### config.mk
export PLATFORM = sky130hd
export DESIGN_NAME = axi4_lite_uart_arbiter
export DESIGN_NICKNAME = d
export VERILOG_FILES = /design/src/rtl/axi4_lite_uart_pkg.sv /design/src/rtl/axi4_lite_rr_arbiter_2.sv /design/src/rtl/axi4_lite_uart_arbiter.sv
export SDC_FILE = /design/constraint.sdc
export NUM_CORES = 1
export LEC_CHECK = 0
export ABC_AREA = 1
export BUFFER_PORTS_ARGS = -buffer_cell sky130_fd_sc_hd__buf_4
export CAP_MARGIN = 25
export CORE_AREA = 2 2 141 143
export DETAILED_ROUTE_END_ITERATION = 6
export DIE_AREA = 0 0 143 145
export PLACE_DENSITY = 0.67
export SETUP_SLACK_MARGIN = 0.2
export SLEW_MARGIN = 20
export SYNTH_ARGS = -nofsm -noshare
export SYNTH_HDL_FRONTEND = slang
export SYNTH_SLANG_ARGS = --single-unit
### constraint.sdc
create_clock -name aclk -period 4 [get_ports aclk]
set_input_delay 0.4 -clock aclk [delete_from_list [all_inputs] [get_ports aclk]]
set_output_delay 0.4 -clock aclk [all_outputs]
set_load 0.05 [all_outputs]
### src/rtl/axi4_lite_uart_pkg.sv
// Shared types and constants for the two-requester AXI4-Lite UART arbiter.
package axi4_lite_uart_pkg;

  typedef enum logic [2:0] {
    StIdle,
    StWrReq,
    StWrResp,
    StRdReq,
    StRdData,
    StDone
  } state_e;

  localparam logic [1:0] RespOkay   = 2'b00;
  localparam logic [1:0] RespSlverr = 2'b10;

  localparam int unsigned RegBaud   = 0;
  localparam int unsigned RegCtrl   = 1;
  localparam int unsigned RegTxData = 2;
  localparam int unsigned RegRxData = 3;

endpackage

### src/rtl/axi4_lite_rr_arbiter_2.sv
// Two-way grant logic with last-grant pointer.
// AXI_UART_ARB_FIXED_PRIO_EN selects fixed priority (req 0 wins) and drops the pointer.
module axi4_lite_rr_arbiter_2 (
  input  logic       clk_i,
  input  logic       rst_i,
  input  logic [1:0] req_i,
  input  logic       update_i,
  output logic       gnt_valid_o,
  output logic       gnt_idx_o
);

  assign gnt_valid_o = |req_i;

`ifdef AXI_UART_ARB_FIXED_PRIO_EN
  logic unused_sig;
  assign unused_sig = ^{clk_i, rst_i, update_i};
  assign gnt_idx_o  = ~req_i[0];
`else
  logic last_grant_q;

  // Resets to 1 so requester 0 wins the first tie.
  always_ff @(posedge clk_i or posedge rst_i) begin
    if (rst_i) begin
      last_grant_q <= 1'b1;
    end else if (update_i) begin
      last_grant_q <= gnt_idx_o;
    end
  end

  assign gnt_idx_o = (&req_i) ? ~last_grant_q : req_i[1];
`endif

endmodule

### src/rtl/axi4_lite_uart_arbiter.sv
// Shares one AXI4-Lite master port between two single-word requesters.
// Arbitration mode follows AXI_UART_ARB_FIXED_PRIO_EN (see axi4_lite_rr_arbiter_2).
module axi4_lite_uart_arbiter
  import axi4_lite_uart_pkg::*;
#(
  parameter int unsigned ADDR_W = 32,
  parameter logic [2:0]  AXPROT = 3'b000
) (
  input  logic              aclk,
  input  logic              areset,
  input  logic              req0_valid,
  output logic              req0_ready,
  input  logic              req0_write,
  input  logic [ADDR_W-1:0] req0_addr,
  input  logic [31:0]       req0_wdata,
  input  logic [3:0]        req0_wstrb,
  input  logic              req1_valid,
  output logic              req1_ready,
  input  logic              req1_write,
  input  logic [ADDR_W-1:0] req1_addr,
  input  logic [31:0]       req1_wdata,
  input  logic [3:0]        req1_wstrb,
  output logic              resp0_valid,
  output logic [31:0]       resp0_rdata,
  output logic              resp0_err,
  output logic              resp1_valid,
  output logic [31:0]       resp1_rdata,
  output logic              resp1_err,
  output logic [ADDR_W-1:0] awaddr,
  output logic [2:0]        awprot,
  output logic              awvalid,
  input  logic              awready,
  output logic [31:0]       wdata,
  output logic [3:0]        wstrb,
  output logic              wvalid,
  input  logic              wready,
  input  logic [1:0]        bresp,
  input  logic              bvalid,
  output logic              bready,
  output logic [ADDR_W-1:0] araddr,
  output logic [2:0]        arprot,
  output logic              arvalid,
  input  logic              arready,
  input  logic [31:0]       rdata,
  input  logic [1:0]        rresp,
  input  logic              rvalid,
  output logic              rready
);

  state_e            state_q, state_d;
  logic              gnt_q, gnt_d;
  logic [ADDR_W-1:0] addr_q, addr_d;
  logic [31:0]       wdata_q, wdata_d;
  logic [3:0]        wstrb_q, wstrb_d;
  logic              aw_done_q, aw_done_d;
  logic              w_done_q, w_done_d;
  logic [31:0]       rdata_q, rdata_d;
  logic              err_q, err_d;

  logic gnt_valid, gnt_idx, accept;
  logic sel_write;

  // Gated by reset so readies read 0 while reset is held.
  assign accept = (state_q == StIdle) && gnt_valid && !areset;

  axi4_lite_rr_arbiter_2 u_arb (
    .clk_i       (aclk),
    .rst_i       (areset),
    .req_i       ({req1_valid, req0_valid}),
    .update_i    (accept),
    .gnt_valid_o (gnt_valid),
    .gnt_idx_o   (gnt_idx)
  );

  assign sel_write = gnt_idx ? req1_write : req0_write;

  always_comb begin
    state_d   = state_q;
    gnt_d     = gnt_q;
    addr_d    = addr_q;
    wdata_d   = wdata_q;
    wstrb_d   = wstrb_q;
    aw_done_d = aw_done_q;
    w_done_d  = w_done_q;
    rdata_d   = rdata_q;
    err_d     = err_q;
    unique case (state_q)
      StIdle: begin
        if (accept) begin
          gnt_d     = gnt_idx;
          addr_d    = gnt_idx ? req1_addr  : req0_addr;
          wdata_d   = gnt_idx ? req1_wdata : req0_wdata;
          wstrb_d   = gnt_idx ? req1_wstrb : req0_wstrb;
          aw_done_d = 1'b0;
          w_done_d  = 1'b0;
          state_d   = sel_write ? StWrReq : StRdReq;
        end
      end
      StWrReq: begin
        aw_done_d = aw_done_q | (awvalid & awready);
        w_done_d  = w_done_q | (wvalid & wready);
        if (aw_done_d && w_done_d) state_d = StWrResp;
      end
      StWrResp: begin
        if (bvalid) begin
          rdata_d = '0;
          err_d   = bresp[1];
          state_d = StDone;
        end
      end
      StRdReq: begin
        if (arready) state_d = StRdData;
      end
      StRdData: begin
        if (rvalid) begin
          rdata_d = rdata;
          err_d   = rresp[1];
          state_d = StDone;
        end
      end
      StDone:  state_d = StIdle;
      default: state_d = StIdle;
    endcase
  end

  always_ff @(posedge aclk or posedge areset) begin
    if (areset) begin
      state_q   <= StIdle;
      gnt_q     <= 1'b0;
      addr_q    <= '0;
      wdata_q   <= '0;
      wstrb_q   <= '0;
      aw_done_q <= 1'b0;
      w_done_q  <= 1'b0;
      rdata_q   <= '0;
      err_q     <= 1'b0;
    end else begin
      state_q   <= state_d;
      gnt_q     <= gnt_d;
      addr_q    <= addr_d;
      wdata_q   <= wdata_d;
      wstrb_q   <= wstrb_d;
      aw_done_q <= aw_done_d;
      w_done_q  <= w_done_d;
      rdata_q   <= rdata_d;
      err_q     <= err_d;
    end
  end

  assign req0_ready = accept && !gnt_idx;
  assign req1_ready = accept && gnt_idx;

  assign resp0_valid = (state_q == StDone) && !gnt_q;
  assign resp1_valid = (state_q == StDone) && gnt_q;
  assign resp0_rdata = resp0_valid ? rdata_q : '0;
  assign resp1_rdata = resp1_valid ? rdata_q : '0;
  assign resp0_err   = resp0_valid & err_q;
  assign resp1_err   = resp1_valid & err_q;

  assign awaddr  = addr_q;
  assign araddr  = addr_q;
  assign wdata   = wdata_q;
  assign wstrb   = wstrb_q;
  assign awprot  = AXPROT;
  assign arprot  = AXPROT;
  assign awvalid = (state_q == StWrReq) && !aw_done_q;
  assign wvalid  = (state_q == StWrReq) && !w_done_q;
  assign bready  = (state_q == StWrResp);
  assign arvalid = (state_q == StRdReq);
  assign rready  = (state_q == StRdData);

endmodule

==> out/metrics.yaml <==
synth:
  synth_area_um2: 5338
  ys_seq_elements: 108
  postSynthAreaPerCell_um2: 7.636
  ys_seq_area_frac: 0.5066
  ys_types: 21
  ys_warn_count: 0
  syn_inst: 699
worst_setup_path:
  cpPeakStageDelay_ns: 0.54
  cp.arrival_ns: 2.29
  crit_chain: "clkinv_2 > nand2_1 > nor2_2 > nand2_2 > nor2_4 > buf_4"
  startpoint_type: "register"
  critPathCaptureType: "primary output"
  path_class: "register to primary output"
  critPathMaxFanout: 17
  required_ns: 3.60
  cp_slowest_cell: "nor2_4"
cts:
  cts_buffer_depth: 2
  cts_hold_buffers: 0
  clock_latency_ns: 0.36
  cts_max_level: 3
  clk_transition_reported_paths_ns: 0.08
  clock-root-buffer: "clkbuf_16"
  post-cts-setup-buffers: 0
  cts_sinks: 108
  cts_resized: 0
  cts_tree: "yes"
  cts-buffers-inserted: 9
global_route:
  antenna_found_initial: 0
  grt_max_degree: 60
  grt_pass1_vias: 5331
  track_usage: 0.1732
  overflow: 0
  grt_pass1_wl_um: 28160
worst_hold_path:
  hold_path_class: "input pin to register"
power_and_ir_drop:
  power_density_nw_per_um2: 818.2
  irDropWorstVdd_v: 0.0005873
  p_leak_uw: 0.004377
routing:
  drt_iter0_drc: 156
  via_count: 5596
  drtAntennaViolNets: 0
  wl_um: 18280
  firstDrtPassIters: 4
  detail_route.vias_per_cell: 4.403
  drc: 0
  wl_per_cell_um: 14.38
final_layout:
  drive_above_1_share: 0.3857
  stdcell_count: 1271
  nFillCells: 1982
  layout.nets: 1184
  antennaDiodeCount: 0
  syn2layout_area_growth_pct: 55.04
floorplan:
  core_area_um2: 19210
  die_w_um: 143
  die-area_um2: 20740
  die_y_um: 145
  start_util: 0.2779
  rows: 51
  io_pins: 364
sta:
  tns_ns: 0
  period_minus_slack_ns: 2.694
  fin_skew_ns: 0.01301
  drv_slew: 0
  setup_viol: 0
  hold_violations: 0
  finalCritPeriodShare: 0.6735
  slew_headroom: 0.3266
  rsz0062_at_grt: "no"
  fmax_mhz: 371.2
  tightest_slew_ns: 1.009
outcome:
  status: "complete, no violations"
placement:
  port_buffers: 355
  dpl.hpwl_um: 13870
  dp.cells: 1254
  gp_congestion: 0.8024
run:
  cap_violations: 0
## per-stage QoR
step | setup WS [ns] | cell area (µm²) | utilization | hold slack [ns] | total power, µW
after global placement | 1.509 | 7938 | 0.4133 | 0.4580 | 5822
after global routing | 1.085 | 8275 | 0.4309 | 0.2313 | 7155
after CTS | 1.206 | 8260 | 0.4301 | 0.2256 | 6861
after floorplan | 0.7665 | 5360 | - | 0.4473 | 4769
after detailed placement | 1.483 | 7943 | 0.4135 | 0.4623 | 5867
final | 1.306 | 8275 | 0.4309 | 0.2420 | 6771
## worst paths after layout
| path | from | endpoint | slack (ns) | cells past startpoint |
|---|---|---|---|---|
| max in group asynchronous | areset | wdata[11]$_DFFE_PP0P_ | 2.45 | 4 |
| worst min register to register | u_arb.last_grant_q$_DFFE_PP1P_ | u_arb.last_grant_q$_DFFE_PP1P_ | 0.47 | 2 |
| worst max-delay path | state_q[0]$_DFFE_PP0P_ | req1_ready | 1.31 | 6 |
| min in group asynchronous | areset | wdata[29]$_DFFE_PP0P_ | 0.34 | 3 |
| worst max register to register | state_q[0]$_DFFE_PP0P_ | araddr[3]$_DFFE_PP0P_ | 1.61 | 8 |
| worst min-delay path | req1_wdata[26] | wdata[26]$_DFFE_PP0P_ | 0.24 | 3 |
## metal layers
metal / track usage / up-vias / wire length [µm] / share of wire
met3: 0.04455 / 27 / 1562 / 0.085
li1: - / 2734 / - / -
met2: 0.3000 / 249 / 9084 / 0.50
met1: 0.2015 / 2586 / 7162 / 0.39
met5: 0 / - / 0 / 0
met4: 0.07129 / 0 / 467 / 0.026
## sequential cells by signal, indices dropped and copies added, names as in the netlist, 3 cells and up
register  flops
wdata        32
rdata_q      32
state_q       3
araddr       32
wstrb         4
## cells in the final DEF (no fill, tap or decap)
cell / instances
conb_1: 6
o21ai_1: 6
nand2_1: 234
dfstp_2: 1
clkinv_1: 1
nand3_1: 109
nor2_8: 1
inv_8: 3
clkinvlp_4: 3
clkbuf_16: 9
nor2_2: 1
clkbuf_8: 1
o21ai_0: 28
buf_8: 1
inv_1: 48
a21oi_1: 2
nor2_1: 74
dfrtp_1: 107
nand4_1: 1
bufinv_16: 1
nand2_2: 1
nand3b_1: 2
clkinv_2: 1
buf_4: 360
nor2_4: 2
inv_2: 2
buf_12: 1
## cell type report
| type | count | area [µm²] | share of cell area |
|---|---|---|---|
| flip-flops and latches | 108 | 2704 | 0.3267 |
| clock inverters | 6 | 78.83 | 0.009525 |
| inverters | 53 | 203.9 | 0.02464 |
| clock buffers | 10 | 239.0 | 0.02888 |
| multi-input cells | 467 | 1981 | 0.2393 |
| repair buffers | 362 | 2738 | 0.3308 |
| well taps | 265 | 331.6 | 0.04007 |
## Yosys cell counts (all sizes together)
cell type / instances / area share
a21oi: 2 / 0.0019
conb: 1 / 0.00070
nand4: 1 / 0.0012
dfrtp: 107 / 0.50
clkinv: 2 / 0.0016
nand3b: 2 / 0.0028
clkbuf: 3 / 0.0021
inv: 51 / 0.036
nor2: 78 / 0.059
nand2: 235 / 0.17
nand3: 109 / 0.10
buf: 73 / 0.089
o21ai: 34 / 0.032
dfstp: 1 / 0.0049
## power by group
group / total (µW) / internal (µW) / switching (µW)
combinational: 3970 / 1120 / 2840
clock: 956 / 517 / 439
sequential: 1850 / 1550 / 300
## critical path, delay by kind of cell, from the launching register on
kind	cells	cell delay [ns]
AND/OR/NAND/NOR	4	1.05
flip-flops	1	0.47
buffers and inverters	2	0.42
## cell families after synthesis
kind of cell	synth area share
buffers and inverters	0.1282
other	0.0007026
AND/OR/NAND/NOR	0.3308
AO/OA/AOI/OAI	0.03375
flip-flops	0.5066
No activity file was read; power rests on OpenSTA's default activity.
